## config.mk

```make
export PLATFORM = sky130hd
export DESIGN_NAME = mem_access_ctrl_flat
export DESIGN_NICKNAME = d
export VERILOG_FILES = /design/src/rtl/mem_access_ctrl_if.sv /design/src/rtl/mem_access_ctrl.sv /design/src/flat_wrapper.sv
export SDC_FILE = /design/constraint.sdc
export NUM_CORES = 1
export LEC_CHECK = 0
export BUFFER_PORTS_ARGS = -buffer_cell sky130_fd_sc_hd__buf_4
export CORE_MARGIN = 2
export CORE_UTILIZATION = 41
export CTS_BUF_LIST = sky130_fd_sc_hd__clkbuf_8
export DETAILED_ROUTE_END_ITERATION = 16
export GPL_TIMING_DRIVEN = 0
export PLACE_DENSITY = 0.73
export RECOVER_POWER = 100
export SETUP_SLACK_MARGIN = 0.1
export SLEW_MARGIN = 20
export SYNTH_ARGS = -nofsm -noshare
export SYNTH_HDL_FRONTEND = slang
export SYNTH_SLANG_ARGS = --single-unit
```

## constraint.sdc

```tcl
create_clock -name Clk -period 5.4 [get_ports Clk]
set_clock_uncertainty 0.2 [all_clocks]
set_input_delay 1.35 -clock Clk [delete_from_list [all_inputs] [get_ports Clk]]
set_output_delay 1.35 -clock Clk [all_outputs]
set_load 0.005 [all_outputs]
```

## src/rtl/mem_access_ctrl_if.sv

```systemverilog
// Requester, result and RAM-side handshake signals for mem_access_ctrl.
// master = controller side, slave = requesters plus RAM (testbench side).
interface mem_access_ctrl_if #(
  parameter int ADDR_W = 9,
  parameter int DATA_W = 32
);
  logic              if_req;
  logic [ADDR_W-1:0] if_addr;
  logic              if_done;
  logic              ds_req;
  logic              ds_we;
  logic [1:0]        ds_size;
  logic [ADDR_W-1:0] ds_addr;
  logic [DATA_W-1:0] ds_wdata;
  logic              ds_done;
  logic [DATA_W-1:0] rdata;
  logic              err;
  logic              mem_mfa;
  logic              mem_rw;
  logic [1:0]        mem_size;
  logic [ADDR_W-1:0] mem_addr;
  logic [DATA_W-1:0] mem_wdata;
  logic              mem_moc;
  logic [DATA_W-1:0] mem_rdata;

  modport master (
    input  if_req, if_addr, ds_req, ds_we, ds_size, ds_addr, ds_wdata, mem_moc, mem_rdata,
    output if_done, ds_done, rdata, err, mem_mfa, mem_rw, mem_size, mem_addr, mem_wdata
  );

  modport slave (
    output if_req, if_addr, ds_req, ds_we, ds_size, ds_addr, ds_wdata, mem_moc, mem_rdata,
    input  if_done, ds_done, rdata, err, mem_mfa, mem_rw, mem_size, mem_addr, mem_wdata
  );
endinterface

```

## src/rtl/mem_access_ctrl.sv

```systemverilog
// Round-robin sequencer sharing one RAM port between instruction fetch and load/store,
// driving the MFA/MOC handshake with timeout and alignment checking; all outputs registered.
module mem_access_ctrl #(
  parameter int ADDR_W  = 9,
  parameter int DATA_W  = 32,
  parameter int TIMEOUT = 15
) (
  input  logic              Clk,
  input  logic              Clear,
  mem_access_ctrl_if.master bus
);
  localparam int CNT_W = $clog2(TIMEOUT + 1);

  typedef enum logic [1:0] {S_IDLE, S_ACCESS, S_COMPLETE} state_t;

  state_t            state_q;
  logic              last_ds_q;
  logic              gnt_ds_q;
  logic              bad_q;
  logic              mfa_q;
  logic              rw_q;
  logic [1:0]        size_q;
  logic [ADDR_W-1:0] addr_q;
  logic [DATA_W-1:0] wdata_q;
  logic [CNT_W-1:0]  cnt_q;
  logic [CNT_W-1:0]  cnt_d;
  logic [DATA_W-1:0] res_q;
  logic              res_err_q;
  logic              if_done_q;
  logic              ds_done_q;
  logic [DATA_W-1:0] rdata_q;
  logic              err_q;
  logic              pick_ds;
  logic              ds_bad;
  logic              if_bad;

  function automatic logic misaligned(input logic [1:0] size, input logic [1:0] lsb);
    return (size == 2'b11) || (size == 2'b01 && lsb[0]) || (size == 2'b10 && lsb != 2'b00);
  endfunction

  // DS wins only when IF is idle or IF was the last one served.
  assign pick_ds = bus.ds_req & (~bus.if_req | ~last_ds_q);
  assign ds_bad  = misaligned(bus.ds_size, bus.ds_addr[1:0]);
  assign if_bad  = misaligned(2'b10, bus.if_addr[1:0]);
  assign cnt_d   = cnt_q + CNT_W'(1);

  always_ff @(posedge Clk or negedge Clear) begin
    if (!Clear) begin
      state_q   <= S_IDLE;
      last_ds_q <= 1'b1;
      gnt_ds_q  <= 1'b0;
      bad_q     <= 1'b0;
      mfa_q     <= 1'b0;
      rw_q      <= 1'b0;
      size_q    <= '0;
      addr_q    <= '0;
      wdata_q   <= '0;
      cnt_q     <= '0;
      res_q     <= '0;
      res_err_q <= 1'b0;
      if_done_q <= 1'b0;
      ds_done_q <= 1'b0;
      rdata_q   <= '0;
      err_q     <= 1'b0;
    end else begin
      case (state_q)
        S_IDLE: begin
          // The done cycle is spent here without granting, giving requesters time to drop req.
          if (if_done_q || ds_done_q) begin
            if_done_q <= 1'b0;
            ds_done_q <= 1'b0;
            rdata_q   <= '0;
            err_q     <= 1'b0;
          end else if (bus.if_req || bus.ds_req) begin
            gnt_ds_q  <= pick_ds;
            last_ds_q <= pick_ds;
            cnt_q     <= '0;
            state_q   <= S_ACCESS;
            if (pick_ds) begin
              rw_q    <= ~bus.ds_we;
              size_q  <= bus.ds_size;
              addr_q  <= bus.ds_addr;
              wdata_q <= bus.ds_wdata;
              bad_q   <= ds_bad;
            end else begin
              rw_q    <= 1'b1;
              size_q  <= 2'b10;
              addr_q  <= bus.if_addr;
              wdata_q <= '0;
              bad_q   <= if_bad;
            end
          end
        end
        S_ACCESS: begin
          if (!mfa_q) begin
            if (bad_q) begin
              res_q     <= '0;
              res_err_q <= 1'b1;
              state_q   <= S_COMPLETE;
            end else begin
              mfa_q <= 1'b1;
            end
          end else if (bus.mem_moc) begin
            mfa_q     <= 1'b0;
            res_q     <= rw_q ? bus.mem_rdata : '0;
            res_err_q <= 1'b0;
            state_q   <= S_COMPLETE;
          end else if (cnt_d == CNT_W'(TIMEOUT)) begin
            mfa_q     <= 1'b0;
            res_q     <= '0;
            res_err_q <= 1'b1;
            state_q   <= S_COMPLETE;
          end else begin
            cnt_q <= cnt_d;
          end
        end
        S_COMPLETE: begin
          if_done_q <= ~gnt_ds_q;
          ds_done_q <= gnt_ds_q;
          rdata_q   <= res_q;
          err_q     <= res_err_q;
          rw_q      <= 1'b0;
          size_q    <= '0;
          addr_q    <= '0;
          wdata_q   <= '0;
          state_q   <= S_IDLE;
        end
        default: state_q <= S_IDLE;
      endcase
    end
  end

  assign bus.if_done   = if_done_q;
  assign bus.ds_done   = ds_done_q;
  assign bus.rdata     = rdata_q;
  assign bus.err       = err_q;
  assign bus.mem_mfa   = mfa_q;
  assign bus.mem_rw    = rw_q;
  assign bus.mem_size  = size_q;
  assign bus.mem_addr  = addr_q;
  assign bus.mem_wdata = wdata_q;
endmodule
```

## src/flat_wrapper.sv

```systemverilog
// flat-port wrapper written by rule: the top's interface ports become plain ports
module mem_access_ctrl_flat 
#(
  parameter int ADDR_W  = 9,
  parameter int DATA_W  = 32,
  parameter int TIMEOUT = 15
)
  (Clk, Clear, bus_if_req, bus_if_addr, bus_ds_req, bus_ds_we, bus_ds_size, bus_ds_addr, bus_ds_wdata, bus_mem_moc, bus_mem_rdata, bus_if_done, bus_ds_done, bus_rdata, bus_err, bus_mem_mfa, bus_mem_rw, bus_mem_size, bus_mem_addr, bus_mem_wdata);
  mem_access_ctrl_if #(.ADDR_W(ADDR_W), .DATA_W(DATA_W)) bus_i ();
  input  logic Clk;
  input  logic Clear;
  input wire logic [$bits(bus_i.if_req)-1:0] bus_if_req;
  input wire logic [$bits(bus_i.if_addr)-1:0] bus_if_addr;
  input wire logic [$bits(bus_i.ds_req)-1:0] bus_ds_req;
  input wire logic [$bits(bus_i.ds_we)-1:0] bus_ds_we;
  input wire logic [$bits(bus_i.ds_size)-1:0] bus_ds_size;
  input wire logic [$bits(bus_i.ds_addr)-1:0] bus_ds_addr;
  input wire logic [$bits(bus_i.ds_wdata)-1:0] bus_ds_wdata;
  input wire logic [$bits(bus_i.mem_moc)-1:0] bus_mem_moc;
  input wire logic [$bits(bus_i.mem_rdata)-1:0] bus_mem_rdata;
  output wire logic [$bits(bus_i.if_done)-1:0] bus_if_done;
  output wire logic [$bits(bus_i.ds_done)-1:0] bus_ds_done;
  output wire logic [$bits(bus_i.rdata)-1:0] bus_rdata;
  output wire logic [$bits(bus_i.err)-1:0] bus_err;
  output wire logic [$bits(bus_i.mem_mfa)-1:0] bus_mem_mfa;
  output wire logic [$bits(bus_i.mem_rw)-1:0] bus_mem_rw;
  output wire logic [$bits(bus_i.mem_size)-1:0] bus_mem_size;
  output wire logic [$bits(bus_i.mem_addr)-1:0] bus_mem_addr;
  output wire logic [$bits(bus_i.mem_wdata)-1:0] bus_mem_wdata;
  assign bus_i.if_req = bus_if_req;
  assign bus_i.if_addr = bus_if_addr;
  assign bus_i.ds_req = bus_ds_req;
  assign bus_i.ds_we = bus_ds_we;
  assign bus_i.ds_size = bus_ds_size;
  assign bus_i.ds_addr = bus_ds_addr;
  assign bus_i.ds_wdata = bus_ds_wdata;
  assign bus_i.mem_moc = bus_mem_moc;
  assign bus_i.mem_rdata = bus_mem_rdata;
  assign bus_if_done = bus_i.if_done;
  assign bus_ds_done = bus_i.ds_done;
  assign bus_rdata = bus_i.rdata;
  assign bus_err = bus_i.err;
  assign bus_mem_mfa = bus_i.mem_mfa;
  assign bus_mem_rw = bus_i.mem_rw;
  assign bus_mem_size = bus_i.mem_size;
  assign bus_mem_addr = bus_i.mem_addr;
  assign bus_mem_wdata = bus_i.mem_wdata;
  mem_access_ctrl #(.ADDR_W(ADDR_W), .DATA_W(DATA_W), .TIMEOUT(TIMEOUT)) u_core (.Clk(Clk), .Clear(Clear), .bus(bus_i));
endmodule
```

==> results of run 1 <==
## kinds of logic after synthesis
group / count (synthesis)
muxes: 43
AOI/OAI and AO/OA: 99
adders and majority gates: 2
and+or+nand+nor: 138
DFF: 122
xor gates and xnor gates: 1
buffers and inverters: 63
## worst paths after layout
path                                          start                     end  slack [ns]  cells past startpoint
worst max register to register      u_core.cnt_q[0]        u_core.res_q[17]        2.54                      7
max in group asynchronous                     Clear        u_core.last_ds_q        3.59                      2
worst min-delay path            u_core.bus.rdata[5]     u_core.bus.rdata[5]        0.28                      2
worst max-delay path                    bus_mem_moc        u_core.res_q[17]        2.26                      6
min in group asynchronous                     Clear  u_core.bus.mem_addr[4]        0.68                      1
worst min register to register  u_core.bus.rdata[5]     u_core.bus.rdata[5]        0.28                      2
## cells in the final DEF (no fill, tap or decap), types with 2 or more instances in the layout
master,synthesis,routed
nor3_1,3,4
and3b_1,2,2
inv_1,36,38
clkinvlp_4,0,5
o21ai_0,61,61
nand2_1,112,113
ha_1,2,2
nor2b_1,5,5
clkbuf_8,0,19
buf_4,0,85
clkbuf_1,24,44
mux2i_1,43,43
a21o_1,3,3
a21oi_1,2,2
dfrtp_1,121,121
bufinv_16,0,2
nor2_1,8,8
a22o_1,24,24
clkbuf_4,0,66
clkinv_2,0,3
## worst register-to-register path, stage by stage, from the launching register on
cell and delay (ns):
dfrtp_1 0.45, inv_1 0.07, ha_1 0.22, a31o_2 0.25, or3b_2 0.46, nand2_1 0.25
clkbuf_1 0.62, mux2i_1 0.27
## layer usage
metal / up-vias / share of wire [%]
li1: 1928 / -
met5: - / 0
met4: 0 / 0.94
met2: 164 / 46
met1: 1891 / 44
met3: 11 / 8.9
## power breakdown
part	total [mW]	internal (mW)	switching (mW)
clock	0.791	0.428	0.363
sequential	1.50	1.29	0.211
combinational	1.32	0.616	0.705
## metrics by stage
stage               power (mW)  std cells  area (µm²)
global placement          2.93        784        6460
floorplan                 2.25        468        5010
finish                    3.61        817        6750
CTS                       3.79        817        6880
detailed placement        2.99        785        6490
global route              3.90        817        6750
## state kept, by name, summed over array words and instances (netlist names)
name	count
u_core.bus.mem_wdata	32
u_core.bus.rdata	32
u_core.res_q	32
u_core.bus.mem_addr	9
u_core.cnt_q	4
u_core.bus.mem_size	2
u_core.state_q	2
u_core.bad_q	1
u_core.bus.ds_done	1
u_core.bus.err	1
u_core.bus.if_done	1
u_core.bus.mem_mfa	1
u_core.bus.mem_rw	1
u_core.gnt_ds_q	1
u_core.last_ds_q	1
u_core.res_err_q	1
## final cells by class
type	instances	area, µm²	area share, %
Sequential cell	122	3050	45.3
Tap cell	147	184	2.73
Inverter	36	135	2.00
Clock inverter	13	129	1.91
Clock buffer	19	262	3.88
Buffer	27	101	1.50
Multi-Input combinational cell	283	1650	24.4
Timing Repair Buffer	170	1240	18.3
==> impl_metrics.py, run 1 <==
metrics = {
    "outcome": {
        "outcome": "finished, final reports clean",
    },
    "global_route": {
        "global_route.peak_usage_layer": "met2",
        "grtUsageMet3_pct": 8.05,
        "grt.overflow.total": 0,
        "grt_pass1_vias": 4006,
        "antenna_found_initial": 0,
        "grt_use_met2_pct": 30.1,
        "grtUsageTotal_pct": 19.7,
        "grt_max_degree": 69,
        "grt_pass1_wl_mm": 19.9,
        "grt.met1_usage_pct": 25.2,
    },
    "sta": {
        "worst_slack_ns": 2.26,
        "drv_slew": 0,
        "tns_ns": 0,
        "clock.fmax_mhz": 318,
        "slew_headroom_pct": 49.9,
        "hold_viol": 0,
        "setup_viol_count_final": 0,
        "min_period_ns": 3.14,
        "tightest_slew_ns": 0.751,
        "rsz0062_at_grt": "no",
        "fin_hold_ws_ns": 0.279,
        "fin_crit_sh_pct": 58.2,
    },
    "critical_path": {
        "crit_top_cell": "clkbuf_1",
        "slowest_delay_ns": 0.62,
        "worstPathCellList": "clkbuf_1 > a31o_2 > or3b_2 > nand2_1 > clkbuf_1 > mux2i_1",
        "cp.arrival_ns": 3.29,
        "start_kind": "input pin",
        "crit_fanout": 10,
        "endpoint_kind": "register",
        "worstPathBufferInverterCount": 2,
        "cp.required_ns": 5.55,
        "cpMaxStageDelayCell": "clkbuf_1",
        "path_class": "input pin to register",
        "crit_family": "buffers and inverters",
    },
    "logic_synthesis": {
        "synth_mux_area_share_pct": 8.59,
        "ys_seq_area_share_pct": 61.0,
        "synth.cell_area_um2": 5010,
        "ys_warn_count": 0,
        "synth_top_area_cell": "dfrtp_1",
        "yosys.area_share.simple_pct": 11.7,
        "synth_top_area_share_pct": 60.4,
        "synthTopCellsByArea": "dfrtp_1 60%, mux2i_1 8.6%, nand2_1 8.4%",
        "synth_top_family_by_area": "compound AO/OA/AOI/OAI gates",
        "syn_inst": 468,
        "async_flop_share_pct": 100,
        "synth_compound_area_share_pct": 12.4,
        "synth_common_cells": "121 x dfrtp_1, 112 x nand2_1, 61 x o21ai_0",
        "synthFlopType": "dfrtp_1",
        "synth-seq-cells": 122,
        "synthMostInstantiatedCell": "dfrtp_1",
        "synth_nets": 560,
        "synth_cell_type_count": 34,
        "synth_fa_ha_area_share_pct": 0.500,
        "synth_xor_area_share_pct": 0.175,
        "synth_edf_count": 0,
        "avgSynthCellArea_um2": 10.7,
    },
    "route": {
        "drtIter0Drc": 191,
        "post_drt_via_cell_ratio": 4.89,
        "drc": 0,
        "vias": 3994,
        "wl_per_cell_um": 14.9,
        "wirelength_mm": 12.2,
        "dr.pass1.iters": 4,
        "drtAntennaViolNets": 0,
    },
    "layout": {
        "fill_cells": 1083,
        "fin_nets": 749,
        "layout-drive-gt1-share_pct": 27.9,
        "fin_util_pct": 56.4,
        "antennaDiodeCount": 0,
        "area_growth_pct": 34.7,
    },
    "cts": {
        "clk_latency_ns": 0.43,
        "ctsHoldBuffers": 0,
        "clk_pin_slew_ns": 0.08,
        "clockBufferDepth": 2,
        "post_cts_buffers": 0,
        "clock-sinks": 122,
        "cts_buffers": 17,
        "cts_tree": "yes",
        "cts_resized": 0,
        "ctsHtreeMaxLevel": 4,
        "clockRootBuffer": "clkbuf_8",
    },
    "placed_design": {
        "post-dp-hpwl_mm": 8.96,
        "post-place-ws_ns": 2.22,
        "portBuffers": 169,
        "gp_congestion": 0.839,
    },
    "run": {
        "cap_violations": 0,
    },
    "die": {
        "die-height_um": 115,
        "start_util_pct": 41.9,
        "die_w_um": 115,
        "rows": 40,
        "coreArea_um2": 12000,
        "dieArea_um2": 13100,
        "ios": 170,
    },
    "pwr": {
        "p_per_area_nw_per_um2": 536,
        "vdd_ir_drop_max_v": 0.000226,
        "p_leak_nw": 3.42,
    },
    "worst_hold_path": {
        "hold_path.class": "register to register",
    },
}
Note: power is estimated with default switching activity, not from simulation.
==> run 2, diff against run 1 <==
PLACE_DENSITY = 0.76   (was 0.73)
clock period = 2.8 ns   (was 5.4 ns; I/O delays follow)
==> run 2 against run 1 <==
  * Setup slack worse by 1.7 ns
  * Global-route usage decreased by 0.24 points
  * Critical path depth up 1
  * Largest cell class unchanged
  * Critical endpoint is now u_core.res_q[9]
  * Worst hold slack worse by 0.0013 ns
  * Wire length rose by 1.1%
  * Register-to-register slack worse by 2.0 ns
  * First-iteration DRC count is 19% higher
==> impl_metrics.py, run 2 (same netlist as run 1, synthesis figures left out) <==
metrics = {
    "route": {
        "drtAntennaViolNets": 0,
        "wl_per_cell_um": 15.1,
        "drc": 0,
        "vias": 4112,
        "post_drt_via_cell_ratio": 5.03,
        "dr.pass1.iters": 5,
        "wirelength_mm": 12.3,
        "drtIter0Drc": 227,
    },
    "sta": {
        "clock.fmax_mhz": 448,
        "setup_viol_count_final": 0,
        "rsz0062_at_grt": "no",
        "tns_ns": 0,
        "fin_crit_sh_pct": 79.7,
        "slew_headroom_pct": 9.09,
        "drv_slew": 0,
        "hold_viol": 0,
        "min_period_ns": 2.23,
        "tightest_slew_ns": 1.36,
    },
    "pwr": {
        "total_power_mw": 7.44,
        "p_int_mw": 4.94,
        "p_clk_share_pct": 25.2,
        "power_switching_mw": 2.50,
        "power_frac_comb_pct": 35.8,
        "power_frac_seq_pct": 39.0,
        "p_per_area_nw_per_um2": 1080,
        "p_leak_nw": 3.49,
        "p_sw_share_pct": 33.6,
        "vdd_ir_drop_max_v": 0.000484,
    },
    "cts": {
        "clk_pin_slew_ns": 0.07,
        "cts_buffers": 17,
        "cts_tree": "yes",
        "ctsHoldBuffers": 0,
        "clockRootBuffer": "clkbuf_8",
        "clock-sinks": 122,
        "clk_latency_ns": 0.41,
        "post_cts_buffers": 0,
        "clockBufferDepth": 2,
        "cts_resized": 0,
        "ctsHtreeMaxLevel": 4,
    },
    "placed_design": {
        "post-dp-hpwl_mm": 9.08,
        "portBuffers": 169,
        "gp_congestion": 0.824,
        "place_inst": 785,
    },
    "critical_path": {
        "crit_fanout": 10,
        "cp.arrival_ns": 2.37,
        "path_class": "register to register",
        "reg2regPathDepth": 7,
        "endpoint_kind": "register",
        "timing.rr.end": "u_core.res_q[9]",
        "cp.required_ns": 2.93,
        "ff2ff_setup_slack_ns": 0.57,
        "r2r-start": "u_core.cnt_q[0]",
        "start_kind": "register",
    },
    "die": {
        "start_util_pct": 41.9,
        "dieArea_um2": 13100,
        "coreArea_um2": 12000,
        "rows": 40,
        "die-height_um": 115,
        "die_w_um": 115,
        "ios": 170,
    },
    "worst_hold_path": {
        "hold-path-endpoint": "u_core.bus.rdata[0]",
        "hold_depth": 2,
        "min_from": "u_core.bus.rdata[0]",
        "hold_path.class": "register to register",
    },
    "layout": {
        "final_cell_mix": "121 x dfrtp_1, 112 x nand2_1, 86 x buf_4, 64 x clkbuf_4, 61 x o21ai_0",
        "antennaDiodeCount": 0,
        "layout-drive-gt1-share_pct": 28.2,
        "fill_cells": 1041,
        "stdcell_count": 817,
        "layout_commonest_cell": "dfrtp_1",
        "area_growth_pct": 37.7,
        "fin_nets": 749,
    },
    "global_route": {
        "grt_max_degree": 71,
        "grtUsageTotal_pct": 19.5,
        "grt_pass1_vias": 4210,
        "antenna_found_initial": 0,
        "grt_pass1_wl_mm": 20.2,
        "grt.overflow.total": 0,
    },
    "outcome": {
        "outcome": "finished, final reports clean",
    },
    "run": {
        "cap_violations": 0,
    },
}
[run 2: critical path, cell delays in order, from the launching register on]
cell     delay, ns
dfrtp_1       0.45
inv_1         0.08
ha_1          0.22
a31o_2        0.25
or3b_1        0.45
nand2_8       0.15
buf_12        0.15
mux2i_1       0.20
[run 2: per-layer routing]
metal  global-route usage, %  vias up  wire (µm)
met1                    24.6     2006       5340
met2                    31.7      163       5830
met5                       0        -          0
li1                        -     1933          -
met4                    5.12        0         95
met3                    7.15       10       1040
[run 2: layout make-up]
class | count | area (µm²) | share of cell area, %
inverters | 36 | 135 | 1.96
clock buffers | 19 | 262 | 3.79
flip-flops and latches | 122 | 3050 | 44.3
multi-input cells | 283 | 1660 | 24.1
well taps | 147 | 184 | 2.67
clock inverters | 13 | 224 | 3.25
plain buffers | 27 | 150 | 2.18
repair buffers | 170 | 1230 | 17.8
[run 2: how the worst max path moves through the flow]
stage	from	end	slack (ns)	depth (start not counted)
after global placement	bus_if_req	u_core.bus.mem_wdata[24]	0.32	7
after floorplan	bus_if_req	u_core.bus.mem_addr[1]	0.75	6
after global routing	u_core.cnt_q[0]	u_core.res_q[6]	0.40	7
after detailed placement	bus_if_req	u_core.bus.mem_wdata[24]	0.27	7
after CTS	u_core.cnt_q[0]	u_core.res_q[22]	0.62	7
final	u_core.cnt_q[0]	u_core.res_q[9]	0.57	7
[run 2: stage by stage]
| step | hold slack (ns) | utilization (%) | setup WS (ns) | instance area [µm²] |
|---|---|---|---|---|
| after global routing | 0.274 | 57.7 | 0.396 | 6900 |
| after CTS | 0.0239 | 58.3 | 0.617 | 6980 |
| after global placement | 0.265 | 54.0 | 0.317 | 6460 |
| after floorplan | 0.204 | - | 0.747 | 5010 |
| after detailed placement | 0.272 | 54.3 | 0.270 | 6490 |
| final | 0.277 | 57.7 | 0.569 | 6900 |
[run 2: power by group through the flow]
stage | logic, mW | clock network, mW | registers [mW]
6_report | 2.66 | 1.88 | 2.91
5_1_grt | 2.99 | 2.01 | 2.99
4_1_cts | 2.84 | 1.92 | 2.92
3_5_place_dp | 2.83 | 0 | 2.94
3_3_place_gp | 2.75 | 0 | 2.90
2_1_floorplan | 1.45 | 0 | 2.90
